**src/rtl/synth_pkg.sv**
```systemverilog
// Shared types and frame layout for the SPI note receiver.
// Define SPI_NOTE_RX_CHECKSUM_EN to append an XOR checksum byte to each frame.
package synth_pkg;

    localparam int TUNING_W = 32;
    localparam int VOICE_W  = 8;
    localparam int VEL_W    = 7;

    localparam int BYTE_CTRL  = 0;
    localparam int BYTE_VOICE = 1;
    localparam int BYTE_TUNE  = 2;
    localparam int BYTE_CSUM  = 6;

`ifdef SPI_NOTE_RX_CHECKSUM_EN
    localparam int FRAME_BYTES = 7;
`else
    localparam int FRAME_BYTES = 6;
`endif
    localparam int FRAME_BITS = FRAME_BYTES * 8;

    typedef enum logic [1:0] {
        ST_IDLE,
        ST_SHIFT,
        ST_CHECK,
        ST_COMMIT
    } rx_state_t;

    typedef logic [FRAME_BITS-1:0] frame_t;

    // Byte 0 is the first byte on the wire, so it sits at the MSB end.
    function automatic logic [7:0] frame_byte(input frame_t f, input int n);
        return f[FRAME_BITS-1-8*n -: 8];
    endfunction

    function automatic logic [7:0] sat_inc(input logic [7:0] v);
        return (v == 8'hFF) ? v : v + 8'd1;
    endfunction

endpackage

```
**src/rtl/spi_input_sync.sv**
```systemverilog
// Multi-flop synchronizer with rise/fall detection for one SPI input.
// Used identically with or without SPI_NOTE_RX_CHECKSUM_EN.
module spi_input_sync #(
    parameter int   STAGES = 2,
    parameter logic INIT   = 1'b0
) (
    input  logic clk,
    input  logic reset,
    input  logic d,
    output logic q,
    output logic rise,
    output logic fall
);

    logic [STAGES-1:0] chain;
    logic              prev;
    logic [STAGES:0]   fill;

    always_ff @(posedge clk) begin
        if (reset) begin
            chain <= {STAGES{INIT}};
            prev  <= INIT;
            fill  <= '0;
        end else begin
            chain <= {chain[STAGES-2:0], d};
            prev  <= chain[STAGES-1];
            fill  <= {fill[STAGES-1:0], 1'b1};
        end
    end

    // Edges only count once both compared samples came from the pin,
    // so a line held low through reset does not look like a falling edge.
    assign q    = chain[STAGES-1];
    assign rise = fill[STAGES] & q & ~prev;
    assign fall = fill[STAGES] & ~q & prev;

endmodule

```
**src/rtl/spi_note_receiver.sv**
```systemverilog
// SPI mode-0 note command receiver: shifts in a frame, validates, commits.
// Define SPI_NOTE_RX_CHECKSUM_EN for 56-bit frames with an XOR checksum byte.
module spi_note_receiver
    import synth_pkg::*;
#(
    parameter int NUM_VOICES  = 256,
    parameter int SYNC_STAGES = 2
) (
    input  logic                i_clk,
    input  logic                i_reset,
    input  logic                i_sclk,
    input  logic                i_cs_n,
    input  logic                i_mosi,
    output logic                o_SPI_flag,
    output logic                o_SPI_note_status,
    output logic [VEL_W-1:0]    o_SPI_velocity,
    output logic [VOICE_W-1:0]  o_SPI_voice_index,
    output logic [TUNING_W-1:0] o_SPI_tuning_code,
    output logic                o_frame_error,
    output logic [7:0]          o_error_count
);

    localparam int CNT_W = $clog2(FRAME_BITS + 1);
    localparam logic [CNT_W-1:0] LAST_BIT = CNT_W'(FRAME_BITS - 1);

    logic sclk_q, sclk_rise, sclk_fall;
    logic cs_q, cs_rise, cs_fall;
    logic mosi_q, mosi_rise, mosi_fall;
    logic unused;

    spi_input_sync #(.STAGES(SYNC_STAGES), .INIT(1'b0)) u_sclk_sync (
        .clk(i_clk), .reset(i_reset), .d(i_sclk),
        .q(sclk_q), .rise(sclk_rise), .fall(sclk_fall)
    );

    spi_input_sync #(.STAGES(SYNC_STAGES), .INIT(1'b1)) u_cs_sync (
        .clk(i_clk), .reset(i_reset), .d(i_cs_n),
        .q(cs_q), .rise(cs_rise), .fall(cs_fall)
    );

    spi_input_sync #(.STAGES(SYNC_STAGES), .INIT(1'b0)) u_mosi_sync (
        .clk(i_clk), .reset(i_reset), .d(i_mosi),
        .q(mosi_q), .rise(mosi_rise), .fall(mosi_fall)
    );

    assign unused = ^{sclk_q, sclk_fall, cs_q, mosi_rise, mosi_fall};

    rx_state_t        state;
    frame_t           shreg;
    logic [CNT_W-1:0] bit_cnt;
    logic             idx_ok;
    logic             frame_ok;

    assign idx_ok = {1'b0, frame_byte(shreg, BYTE_VOICE)} < 9'(NUM_VOICES);

`ifdef SPI_NOTE_RX_CHECKSUM_EN
    logic [7:0] csum;
    assign csum = frame_byte(shreg, 0) ^ frame_byte(shreg, 1)
                ^ frame_byte(shreg, 2) ^ frame_byte(shreg, 3)
                ^ frame_byte(shreg, 4) ^ frame_byte(shreg, 5);
    assign frame_ok = idx_ok && (frame_byte(shreg, BYTE_CSUM) == csum);
`else
    assign frame_ok = idx_ok;
`endif

    always_ff @(posedge i_clk) begin
        if (i_reset) begin
            state             <= ST_IDLE;
            shreg             <= '0;
            bit_cnt           <= '0;
            o_SPI_flag        <= 1'b0;
            o_SPI_note_status <= 1'b0;
            o_SPI_velocity    <= '0;
            o_SPI_voice_index <= '0;
            o_SPI_tuning_code <= '0;
            o_frame_error     <= 1'b0;
            o_error_count     <= '0;
        end else begin
            o_SPI_flag    <= 1'b0;
            o_frame_error <= 1'b0;
            unique case (state)
                ST_IDLE: begin
                    if (cs_fall && !cs_rise) begin
                        state   <= ST_SHIFT;
                        bit_cnt <= '0;
                    end
                end
                ST_SHIFT: begin
                    if (cs_rise) begin
                        state         <= ST_IDLE;
                        o_frame_error <= 1'b1;
                        o_error_count <= sat_inc(o_error_count);
                    end else if (sclk_rise) begin
                        shreg   <= {shreg[FRAME_BITS-2:0], mosi_q};
                        bit_cnt <= bit_cnt + 1'b1;
                        if (bit_cnt == LAST_BIT) state <= ST_CHECK;
                    end
                end
                ST_CHECK: begin
                    if (frame_ok) begin
                        state             <= ST_COMMIT;
                        o_SPI_flag        <= 1'b1;
                        o_SPI_note_status <= shreg[FRAME_BITS-1];
                        o_SPI_velocity    <= shreg[FRAME_BITS-2 -: VEL_W];
                        o_SPI_voice_index <= frame_byte(shreg, BYTE_VOICE);
                        o_SPI_tuning_code <=
                            shreg[FRAME_BITS-1-8*BYTE_TUNE -: TUNING_W];
                    end else begin
                        state         <= ST_IDLE;
                        o_frame_error <= 1'b1;
                        o_error_count <= sat_inc(o_error_count);
                    end
                end
                ST_COMMIT: state <= ST_IDLE;
                default:   state <= ST_IDLE;
            endcase
        end
    end

endmodule

```
**config.mk**
```make
export PLATFORM = sky130hd
export DESIGN_NAME = spi_note_receiver
export DESIGN_NICKNAME = d
export VERILOG_FILES = /design/src/rtl/synth_pkg.sv /design/src/rtl/spi_input_sync.sv /design/src/rtl/spi_note_receiver.sv
export SDC_FILE = /design/constraint.sdc
export NUM_CORES = 1
export LEC_CHECK = 0
export BUFFER_PORTS_ARGS = -buffer_cell sky130_fd_sc_hd__buf_2
export CAP_MARGIN = 20
export CELL_PAD_IN_SITES_DETAIL_PLACEMENT = 1
export CELL_PAD_IN_SITES_GLOBAL_PLACEMENT = 1
export CORE_ASPECT_RATIO = 1.75
export CORE_MARGIN = 3
export CORE_UTILIZATION = 44
export CTS_BUF_LIST = sky130_fd_sc_hd__clkbuf_8
export DETAILED_ROUTE_END_ITERATION = 10
export PLACE_DENSITY = 0.91
export SETUP_SLACK_MARGIN = 0.4
export SYNTH_ARGS = -nofsm -noshare
export SYNTH_HDL_FRONTEND = slang
export SYNTH_SLANG_ARGS = --single-unit
```
**constraint.sdc**
```tcl
create_clock -name i_clk -period 2.2 [get_ports i_clk]
set_input_delay 0.44 -clock i_clk [delete_from_list [all_inputs] [get_ports i_clk]]
set_output_delay 0.44 -clock i_clk [all_outputs]
set_load 0.02 [all_outputs]
```
==> impl_metrics.ini, run 1 <==
[status]
status = completed

[grt]
grt_pass1_wl_mm = 19.49
grt_max_degree = 50
antenna_found_initial = 0
grt_pass1_vias = 4025
groute.usage.overall = 0.2179
grt_overflow_total = 0

[timing]
rsz0062_at_grt = yes
hold_viol = 0
setup_tns_ns = 0
clock.fmax_ghz = 0.5774
setup_viol = 0
finalCritPeriodShare = 0.7872
final.min_clock_period_ns = 1.732
slew_violations = 0
holdWs_ns = 0.1854
tightest_slew_ns = 0.6506
maxSlewHeadroom = 0.5617
skew_ns = 0.01319

[place]
port_buffers = 62
dpl.hpwl_mm = 7.443
place_congestion = 0.7928

[cts]
worstSkewPairLatency_ns = 0.44
root_buffer = clkbuf_8
cts_tree = yes
cts_made_buffers = 17
clockBufferDepth = 2
clk_pin_slew_ns = 0.07
h-tree-depth = 4
cts.sink_count = 125

[final_layout]
nets = 603
final_layout_size_suffix_gt1_frac = 0.1779
multi_input_area_um2 = 1863
syn2layout_area_growth_pct = 17.78
antennaDiodeCount = 0
num-fill-cells = 1207
ff_latch_area_um2 = 2504

[floorplanning]
core-area_um2 = 9910
die_h_um = 140.0
dieWidth_um = 82.55
io_pins = 63
rows = 48
die_area_um2 = 11550
initial_utilization = 0.4553

[pwr]
powerDensity_nw_per_um2 = 820.2
peakVddDrop_uv = 442.0
power.leakage_nw = 1.956

[logic_synthesis]
synth_cell_types = 39
synthAdderAreaFrac = 0.005546
syn-cell-area_um2 = 4512
ys_seq_area_frac = 0.5546
synth_edf_count = 0
synth_nets = 554
synth_xor_area_frac = 0
synth_simple_gate_area_frac = 0.2388
synthMuxAreaShare = 0.01137
yosysWarnings = 0
syn_area_per_cell_um2 = 8.248
syn-instance-count = 547
synth_seq_cells = 125
synth_top_family_by_area = simple AND/OR/NAND/NOR gates
synthFlopType = dfxtp_1
async_flop_share = 0
synth-compound-area-share = 0.1467

[hold_path]
min_path_type = input pin to flop
min-delay-start = i_cs_n

[drt]
wl_met1_mm = 4.493
drt_iter0_markers = 173
viasPerCell = 5.383
via_count = 3940
routed_wl_mm = 11.67
wire_per_inst_um = 15.94
postRouteAntennaNets = 0
drc = 0
top_layer = met4
wl_met3_um = 476
drt_first_pass_iters = 4
met2_length_mm = 6.412

[critical_path]
path_class = flop to flop
r2r-start = u_cs_sync.prev$_SDFF_PP1_
crit_required_ns = 2.50
cp-start-kind = flop
crit_start = u_cs_sync.prev$_SDFF_PP1_
crit_arrival_ns = 2.03
cp_max_fo = 48
endpoint_kind = flop

[flow_run]
max_cap_violations = 0
area by class of cell:
cell class | count | area share
Clock buffer | 20 | 0.05180
Clock inverter | 10 | 0.02355
Inverter | 4 | 0.002826
Multi-Input combinational cell | 381 | 0.3506
Sequential cell | 125 | 0.4712
Tap cell | 125 | 0.02943
Timing Repair Buffer | 67 | 0.07064
state kept, by name, summed over array words and instances (netlist names), named ones only:
register / cells
u_mosi_sync.chain: 2
o_SPI_velocity: 7
u_cs_sync.fill: 3
u_cs_sync.chain: 2
u_cs_sync.prev: 1
o_error_count: 8
u_sclk_sync.chain: 2
o_SPI_tuning_code: 32
state: 1
u_sclk_sync.prev: 1
o_SPI_flag: 1
o_SPI_note_status: 1
shreg: 48
o_frame_error: 1
o_SPI_voice_index: 8
bit_cnt: 6
final timing paths:
path / endpoint / cells after the start / slack [ns]
min reg2reg: u_cs_sync.chain[1]$_SDFF_PP1_ / 1 / 0.41
max: shreg[2]$_SDFFE_PP0P_ / 4 / 0.47
min: u_cs_sync.chain[0]$_SDFF_PP1_ / 2 / 0.19
max reg2reg: shreg[2]$_SDFFE_PP0P_ / 4 / 0.47
cell usage after synthesis (2+ instances only):
| library cell | instances | area [um2] |
|---|---|---|
| buf_6 | 3 | 33.78 |
| and4_1 | 2 | 17.52 |
| nand2_1 | 200 | 750.7 |
| and3b_1 | 2 | 17.52 |
| nor4_1 | 3 | 18.77 |
| ha_1 | 2 | 25.02 |
| nor2b_1 | 11 | 68.82 |
| mux2i_1 | 4 | 40.04 |
| o311ai_0 | 2 | 17.52 |
| o31ai_1 | 2 | 15.01 |
| buf_2 | 5 | 25.02 |
| buf_1 | 2 | 7.510 |
| o21ai_0 | 4 | 20.02 |
| or2_2 | 3 | 18.77 |
| nor3_1 | 2 | 10.01 |
| nor2_1 | 7 | 26.28 |
| nand3_1 | 5 | 25.02 |
| a211oi_1 | 3 | 22.52 |
| nand4_1 | 4 | 25.02 |
| clkbuf_1 | 24 | 90.09 |
| dfxtp_1 | 125 | 2502 |
| o21a_1 | 3 | 22.52 |
| inv_1 | 4 | 15.01 |
| nand3b_1 | 3 | 22.52 |
| a31oi_1 | 4 | 25.02 |
| nand2b_1 | 4 | 25.02 |
| a21oi_1 | 99 | 495.5 |
| o41ai_1 | 2 | 17.52 |
| buf_4 | 3 | 22.52 |
power by group:
group	total (mW)	switching, mW	internal (mW)
clock network	2.02	0.836	1.18
logic	0.0658	0.0486	0.0173
registers	2.28	0.00541	2.27
routing by layer:
| layer | track usage | vias to the layer above |
|---|---|---|
| li1 | - | 1900 |
| met1 | 0.2370 | 1931 |
| met2 | 0.3849 | 85 |
| met3 | 0.06692 | 24 |
| met4 | 0.07924 | 0 |
| met5 | 0 | - |
cell families after synthesis:
family | Yosys count
simple gates | 252
buf+inv | 41
mux | 5
flops | 125
fa+ha+maj | 2
compound gates | 122
repair_timing:
| item | in CTS | in global routing |
|---|---|---|
| buffers inserted | 0 | 0 |
| endpoints found under the setup margin | 25 | 24 |
| hold buffers | 0 | 0 |
| resized for setup | 6 | 3 |
worst max-delay path: stages, from the launching register on:
cell     delay [ns]
dfxtp_1        0.40
and3b_2        0.31
or3_4          0.61
nand2_1        0.18
a21oi_1        0.08
cell usage in the layout (no fill, tap or decap), drive strengths merged, types with 2 or more instances in the layout:
cell / synthesis / routed
nand2: 200 / 200
dfxtp: 125 / 125
a21oi: 99 / 99
buf: 13 / 67
clkbuf: 24 / 20
nor2b: 11 / 11
inv: 4 / 8
nor2: 7 / 7
nand3: 5 / 5
o21ai: 4 / 4
mux2i: 4 / 4
a31oi: 4 / 4
nand4: 4 / 4
nand2b: 4 / 4
nand3b: 3 / 3
o21a: 3 / 3
or2: 3 / 3
a211oi: 3 / 3
bufinv: 0 / 3
nor4: 3 / 3
nor3: 3 / 3
o31ai: 2 / 2
and4: 2 / 2
o41ai: 2 / 2
ha: 2 / 2
clkinvlp: 0 / 2
and3b: 2 / 2
o311ai: 2 / 2
per-stage QoR:
| stage | cell area (um2) | power, mW | worst slack (ns) | util | cells |
|---|---|---|---|---|---|
| global placement | 4881 | 2.388 | 0.4046 | 0.4926 | 702 |
| global route | 5314 | 4.513 | 0.3464 | 0.5362 | 732 |
| finish | 5314 | 4.359 | 0.4682 | 0.5362 | 732 |
| CTS | 5298 | 4.399 | 0.4621 | 0.5346 | 732 |
| floorplan | 4512 | 2.371 | 0.6431 | - | 547 |
| detailed placement | 4881 | 2.392 | 0.1019 | 0.4926 | 702 |
(Power assumes the default switching activity.)
==> inputs of run 2 (changes only) <==
--- a/config.mk
+++ b/config.mk
@@ -11,10 +11,10 @@
 export CELL_PAD_IN_SITES_GLOBAL_PLACEMENT = 1
 export CORE_ASPECT_RATIO = 1.75
 export CORE_MARGIN = 3
-export CORE_UTILIZATION = 44
+export CORE_UTILIZATION = 40
 export CTS_BUF_LIST = sky130_fd_sc_hd__clkbuf_8
 export DETAILED_ROUTE_END_ITERATION = 10
-export PLACE_DENSITY = 0.91
+export PLACE_DENSITY = 0.87
 export SETUP_SLACK_MARGIN = 0.4
 export SYNTH_ARGS = -nofsm -noshare
 export SYNTH_HDL_FRONTEND = slang
==> constraint.sdc (replaced) <==
create_clock -name i_clk -period 1.5 [get_ports i_clk]
set_input_delay 0.3 -clock i_clk [delete_from_list [all_inputs] [get_ports i_clk]]
set_output_delay 0.3 -clock i_clk [all_outputs]
set_load 0.02 [all_outputs]
==> run 2 against run 1 <==
Net effect:
- the flow now finishes with violations (setup timing)
- via count rose by 34%
- flip-flop and latch count did not move
- critical path type unchanged
- routed wire length rose by 130%
- count of clock-buffer cells in the layout fell by 1
- non-clock buffer count rose by 93
- sequential power rose by 46%
- fmax fell by 4.7%
==> impl_metrics.ini, run 2 (synthesized netlist as in run 1, its figures left out) <==
[status]
status = finished with violations
violations = setup timing

[critical_path]
r2r-start = u_sclk_sync.prev$_SDFF_PP0_
crit_required_ns = 1.90
r2r_end = shreg[3]$_SDFFE_PP0P_
crit_start = u_sclk_sync.prev$_SDFF_PP0_
endpoint_kind = flop
reg2reg_depth = 8
reg2reg_slack_ns = -0.32
path_cells = nand3b_1, buf_4, nor3_4, buf_6, buf_6, clkbuf_16, nand2_1, a21oi_1
cp_max_fo = 6
cp-start-kind = flop
crit_arrival_ns = 2.21
cp_common_cell = buf_6
crit_path_max_incr_delay_ns = 0.34
path_class = flop to flop
slowest_stage = dfxtp_1

[hold_path]
hold_end = u_cs_sync.chain[0]$_SDFF_PP1_
min-delay-start = i_cs_n
min_path_type = input pin to flop
hold_depth = 2

[drt]
drt_iter0_markers = 349
routed_wl_mm = 26.49
drt_first_pass_iters = 5
viasPerCell = 6.337
wire_per_inst_um = 31.84
postRouteAntennaNets = 0
drc = 0
via_count = 5272

[final_layout]
regMostFlops = shreg
antennaDiodeCount = 0
final_layout_size_suffix_gt1_frac = 0.6026
final_common_cell = nand2_1
nets = 696
utilization = 0.7315
top_regs = shreg x48, o_SPI_tuning_code x32
final_cell_mix = nand2_1, buf_6, a21oi_2
largest_reg_flops = 48
syn2layout_area_growth_pct = 76.48

[cts]
h-tree-depth = 4
clockBufferDepth = 2
clk_pin_slew_ns = 0.08
root_buffer = clkbuf_8
cts_made_buffers = 17
worstSkewPairLatency_ns = 0.50
cts_tree = yes
cts.sink_count = 125

[timing]
skew_ns = 0.02041
setup_ws_ns = -0.3164
rsz0062_at_grt = yes
setup_viol = 86
setup_tns_ns = -14.45
slew_violations = 0
tightest_slew_ns = 0.6480
finalCritPeriodShare = 1.211
clock.fmax_ghz = 0.5505
hold_viol = 0
final.min_clock_period_ns = 1.816
holdWs_ns = 0.02282
maxSlewHeadroom = 0.5680

[floorplanning]
dieWidth_um = 86.29
die_h_um = 146.5
io_pins = 63
die_area_um2 = 12640
core-area_um2 = 10890
initial_utilization = 0.4145
rows = 50

[pwr]
powerDensity_nw_per_um2 = 971.6
seqPwrFrac = 0.429
combPwrFrac = 0.022
peakVddDrop_uv = 1194
p_int_mw = 5.941
netSwitchingFraction = 0.2321
switchingPower_mw = 1.796
clkPwrFrac = 0.549
power.leakage_nw = 3.494

[grt]
use_met3 = 0.07115
grt_use_met1 = 0.3497
groute.usage.overall = 0.3280
grt_pass1_wl_mm = 31.20
antenna_found_initial = 0
grt_pass1_vias = 5196
grt.busiest_layer = met2
grt_overflow_total = 0
grt_use_met2 = 0.5734
grt_max_degree = 39

[flow_run]
max_cap_violations = 0

[place]
dpl.hpwl_mm = 7.476
port_buffers = 62
place_congestion = 0.8378
run 2: cell count changes in the layout (fill, tap and decap cells not counted), moves of 43 or more:
cell	change
buf_6	+78
nand2_1	-70
a21oi_1	-68
a21oi_2	+67
dfxtp_1	-65
buf_2	-58
dfxtp_2	+53
buf_4	+46
nand2_4	+43
run 2: routing by layer:
metal,vias up,wire (um),share of wire
met1,2598,8767,0.33
li1,2115,-,-
met4,0,2665,0.10
met3,176,1651,0.062
met5,-,0,0
met2,383,13410,0.51
run 2: final cells by class:
class,count,area [um2]
inverters,4,15.01
multi-input cells,381,2684
repair buffers,160,1944
clock buffers,19,261.5
flip-flops and latches,125,2615
fillers,1070,2923
well taps,130,162.7
clock inverters,13,280.3
run 2: metrics by stage:
stage	instance area [um2]	worst slack [ns]	power, mW	instances
floorplan	4648	0.009287	3.474	547
global placement	5155	0.01594	3.513	722
detailed placement	5155	-0.1089	3.518	722
CTS	7131	-0.02877	7.475	801
global route	7963	-0.3249	7.867	832
finish	7963	-0.3164	7.737	832
run 2: worst max path at each step:
stage	endpoint	depth (start not counted)
6_report	shreg[3]$_SDFFE_PP0P_	8
5_1_grt	shreg[41]$_SDFFE_PP0P_	8
4_1_cts	shreg[3]$_SDFFE_PP0P_	8
3_5_place_dp	shreg[23]$_SDFFE_PP0P_	6
3_3_place_gp	shreg[45]$_SDFFE_PP0P_	6
2_1_floorplan	shreg[25]$_SDFFE_PP0P_	7
run 2: timing repair:
| action | in CTS | in global routing |
|---|---|---|
| pin swaps | 66 | 82 |
| resized for setup | 286 | 139 |
| hold buffers | 0 | 0 |
| gates cloned | 10 | 5 |
| setup buffers | 37 | 26 |
| endpoints found under the setup margin | 171 | 172 |
run 2: power groups by stage:
stage | registers, mW | logic, mW | clock network (mW)
after floorplan | 3.41 | 0.0672 | 0
after global placement | 3.41 | 0.105 | 0
after detailed placement | 3.41 | 0.109 | 0
after CTS | 3.32 | 0.130 | 4.02
after global routing | 3.32 | 0.172 | 4.38
final | 3.32 | 0.167 | 4.25
run 2: critical path: cells and delay by family, from the launching register on:
| kind | cells | cell delay [ns] |
|---|---|---|
| AO/OA/AOI/OAI | 1 | 0.17 |
| buffers and inverters | 4 | 0.70 |
| flip-flops | 1 | 0.34 |
| AND/OR/NAND/NOR | 3 | 0.52 |
==> inputs of run 3 (changes only) <==
--- a/config.mk
+++ b/config.mk
@@ -11,11 +11,12 @@
 export CELL_PAD_IN_SITES_GLOBAL_PLACEMENT = 1
 export CORE_ASPECT_RATIO = 1.75
 export CORE_MARGIN = 3
-export CORE_UTILIZATION = 40
+export CORE_UTILIZATION = 47
 export CTS_BUF_LIST = sky130_fd_sc_hd__clkbuf_8
 export DETAILED_ROUTE_END_ITERATION = 10
-export PLACE_DENSITY = 0.87
+export PLACE_DENSITY = 0.95
 export SETUP_SLACK_MARGIN = 0.4
 export SYNTH_ARGS = -nofsm -noshare
 export SYNTH_HDL_FRONTEND = slang
 export SYNTH_SLANG_ARGS = --single-unit
+export TNS_END_PERCENT = 1
==> constraint.sdc (replaced) <==
create_clock -name i_clk -period 2.24 [get_ports i_clk]
set_input_delay 0.448 -clock i_clk [delete_from_list [all_inputs] [get_ports i_clk]]
set_output_delay 0.448 -clock i_clk [all_outputs]
set_load 0.02 [all_outputs]
==> run 3 against run 2 <==
Net effect:
- the run now ends clean
- sequential power decreased by 33%
- worst setup slack improved by 0.79 ns
- cell count decreased by 12%
- via count decreased by 24%
- non-clock buffer count decreased by 92
- flip-flop and latch count unchanged
- largest power group is now sequential cells
- highest routed layer unchanged
- critical path depth decreased by 3
- fmax increased by 3.1%
- register-to-register slack improved by 0.79 ns
==> impl_metrics.ini, run 3 (synthesized netlist as in run 1, its figures left out) <==
[drt]
wl_met3_um = 497
top_layer = met4
postRouteAntennaNets = 0
wire_per_inst_um = 16.68
wl_met1_mm = 4.443
drt_first_pass_iters = 4
drt_iter0_markers = 240
drc = 0
routed_wl_mm = 12.16
viasPerCell = 5.523
via_count = 4026
met2_length_mm = 6.905

[pwr]
peakVddDrop_uv = 450.2
power.total_mw = 4.351
power.leakage_nw = 1.951
powerDensity_nw_per_um2 = 821.5

[hold_path]
min_path_type = input pin to flop

[floorplanning]
rows = 46
initial_utilization = 0.4899
die_h_um = 135.6
dieWidth_um = 80.07
core-area_um2 = 9209
io_pins = 63
die_area_um2 = 10860

[critical_path]
cp_max_fo = 4
path_cells = ha_1, nand3_1, nor4b_1, nand3_1, a21oi_1
critPathBufInv = 0
path_delay_family = simple AND/OR/NAND/NOR gates
crit_path_max_incr_delay_ns = 0.56
endpoint_kind = flop
cp_common_cell = nand3_1
crit_arrival_ns = 2.13
cp-start-kind = flop
path_class = flop to flop
crit_required_ns = 2.60
slowest_stage = nor4b_1

[timing]
final.min_clock_period_ns = 1.762
tightest_slew_ns = 0.6620
skew_ns = 0.009575
setup_tns_ns = 0
setup_viol = 0
holdWs_ns = 0.1970
clock.fmax_ghz = 0.5674
hold_viol = 0
rsz0062_at_grt = yes
slew_violations = 0
maxSlewHeadroom = 0.5540
finalCritPeriodShare = 0.7868

[cts]
root_buffer = clkbuf_8
cts_tree = yes
clockBufferDepth = 2
cts_made_buffers = 17
cts.sink_count = 125
clk_pin_slew_ns = 0.07
worstSkewPairLatency_ns = 0.44
h-tree-depth = 4
cts_setup_buffers = 0

[place]
port_buffers = 62
dpl.hpwl_mm = 7.403
place_congestion = 0.7829
dp.cells = 698
place_area_um2 = 4870

[final_layout]
num-fill-cells = 1140
top_regs = shreg x48, o_SPI_tuning_code x32
regMostFlops = shreg
finish.instance_area_um2 = 5296
finalNonFillerCells = 729
syn2layout_area_growth_pct = 17.39
nets = 604
final_common_cell = nand2_1
final_layout_size_suffix_gt1_frac = 0.1806
largest_reg_flops = 48
antennaDiodeCount = 0
final_cell_mix = nand2_1, dfxtp_1, a21oi_1

[grt]
groute.usage.overall = 0.2431
antenna_found_initial = 0
grt_max_degree = 51
grt_pass1_wl_mm = 20.37
grt_overflow_total = 0
grt_pass1_vias = 4173

[status]
status = completed

[flow_run]
max_cap_violations = 0
run 3: cell count changes in the layout (fill, tap and decap cells not counted), moves of 58 or more:
cell and delta:
nand2_1 +70, a21oi_1 +68, dfxtp_1 +65, a21oi_2 -67, buf_2 +58, buf_6 -78
run 3: area by class of cell:
class                           count  area, um2  share of cell area
Clock inverter                     11      141.4             0.02670
Inverter                            4      15.01            0.002835
Timing Repair Buffer               68      370.4             0.06993
Clock buffer                       20      275.3             0.05197
Sequential cell                   125       2504              0.4727
Tap cell                          120      150.1             0.02835
Multi-Input combinational cell    381       1841              0.3475
run 3: what timing repair did:
item	in CTS	in global routing
hold buffers	0	0
endpoints found under the setup margin	4	56
resized for setup	3	3
run 3: stage by stage:
| stage | util | setup WS [ns] |
|---|---|---|
| global route | 0.5751 | 0.3614 |
| finish | 0.5751 | 0.4775 |
| CTS | 0.5750 | 0.3840 |
| detailed placement | 0.5288 | 0.2833 |
| global placement | 0.5288 | 0.4566 |
| floorplan | - | 0.6831 |
run 3: final timing paths:
kind,from,to,slack [ns],depth (start not counted)
setup / recovery,bit_cnt[0]$_SDFFE_PP0P_,flop,0.48,5
hold / removal,i_cs_n,u_cs_sync.chain[0]$_SDFF_PP1_,0.20,2
setup reg to reg,bit_cnt[0]$_SDFFE_PP0P_,flop,0.48,5
hold reg to reg,u_cs_sync.chain[0]$_SDFF_PP1_,u_cs_sync.chain[1]$_SDFF_PP1_,0.41,1
run 3: where the power goes:
group	internal, mW	switching (mW)
logic	0.0146	0.0467
clock network	1.18	0.878
registers	2.23	0.00544
total	3.42	0.930
run 3: routing by layer:
| metal | GRT usage | up-vias |
|---|---|---|
| met3 | 0.06192 | 34 |
| met5 | 0 | - |
| li1 | - | 1912 |
| met4 | 0.1194 | 0 |
| met1 | 0.2425 | 1973 |
| met2 | 0.4525 | 107 |
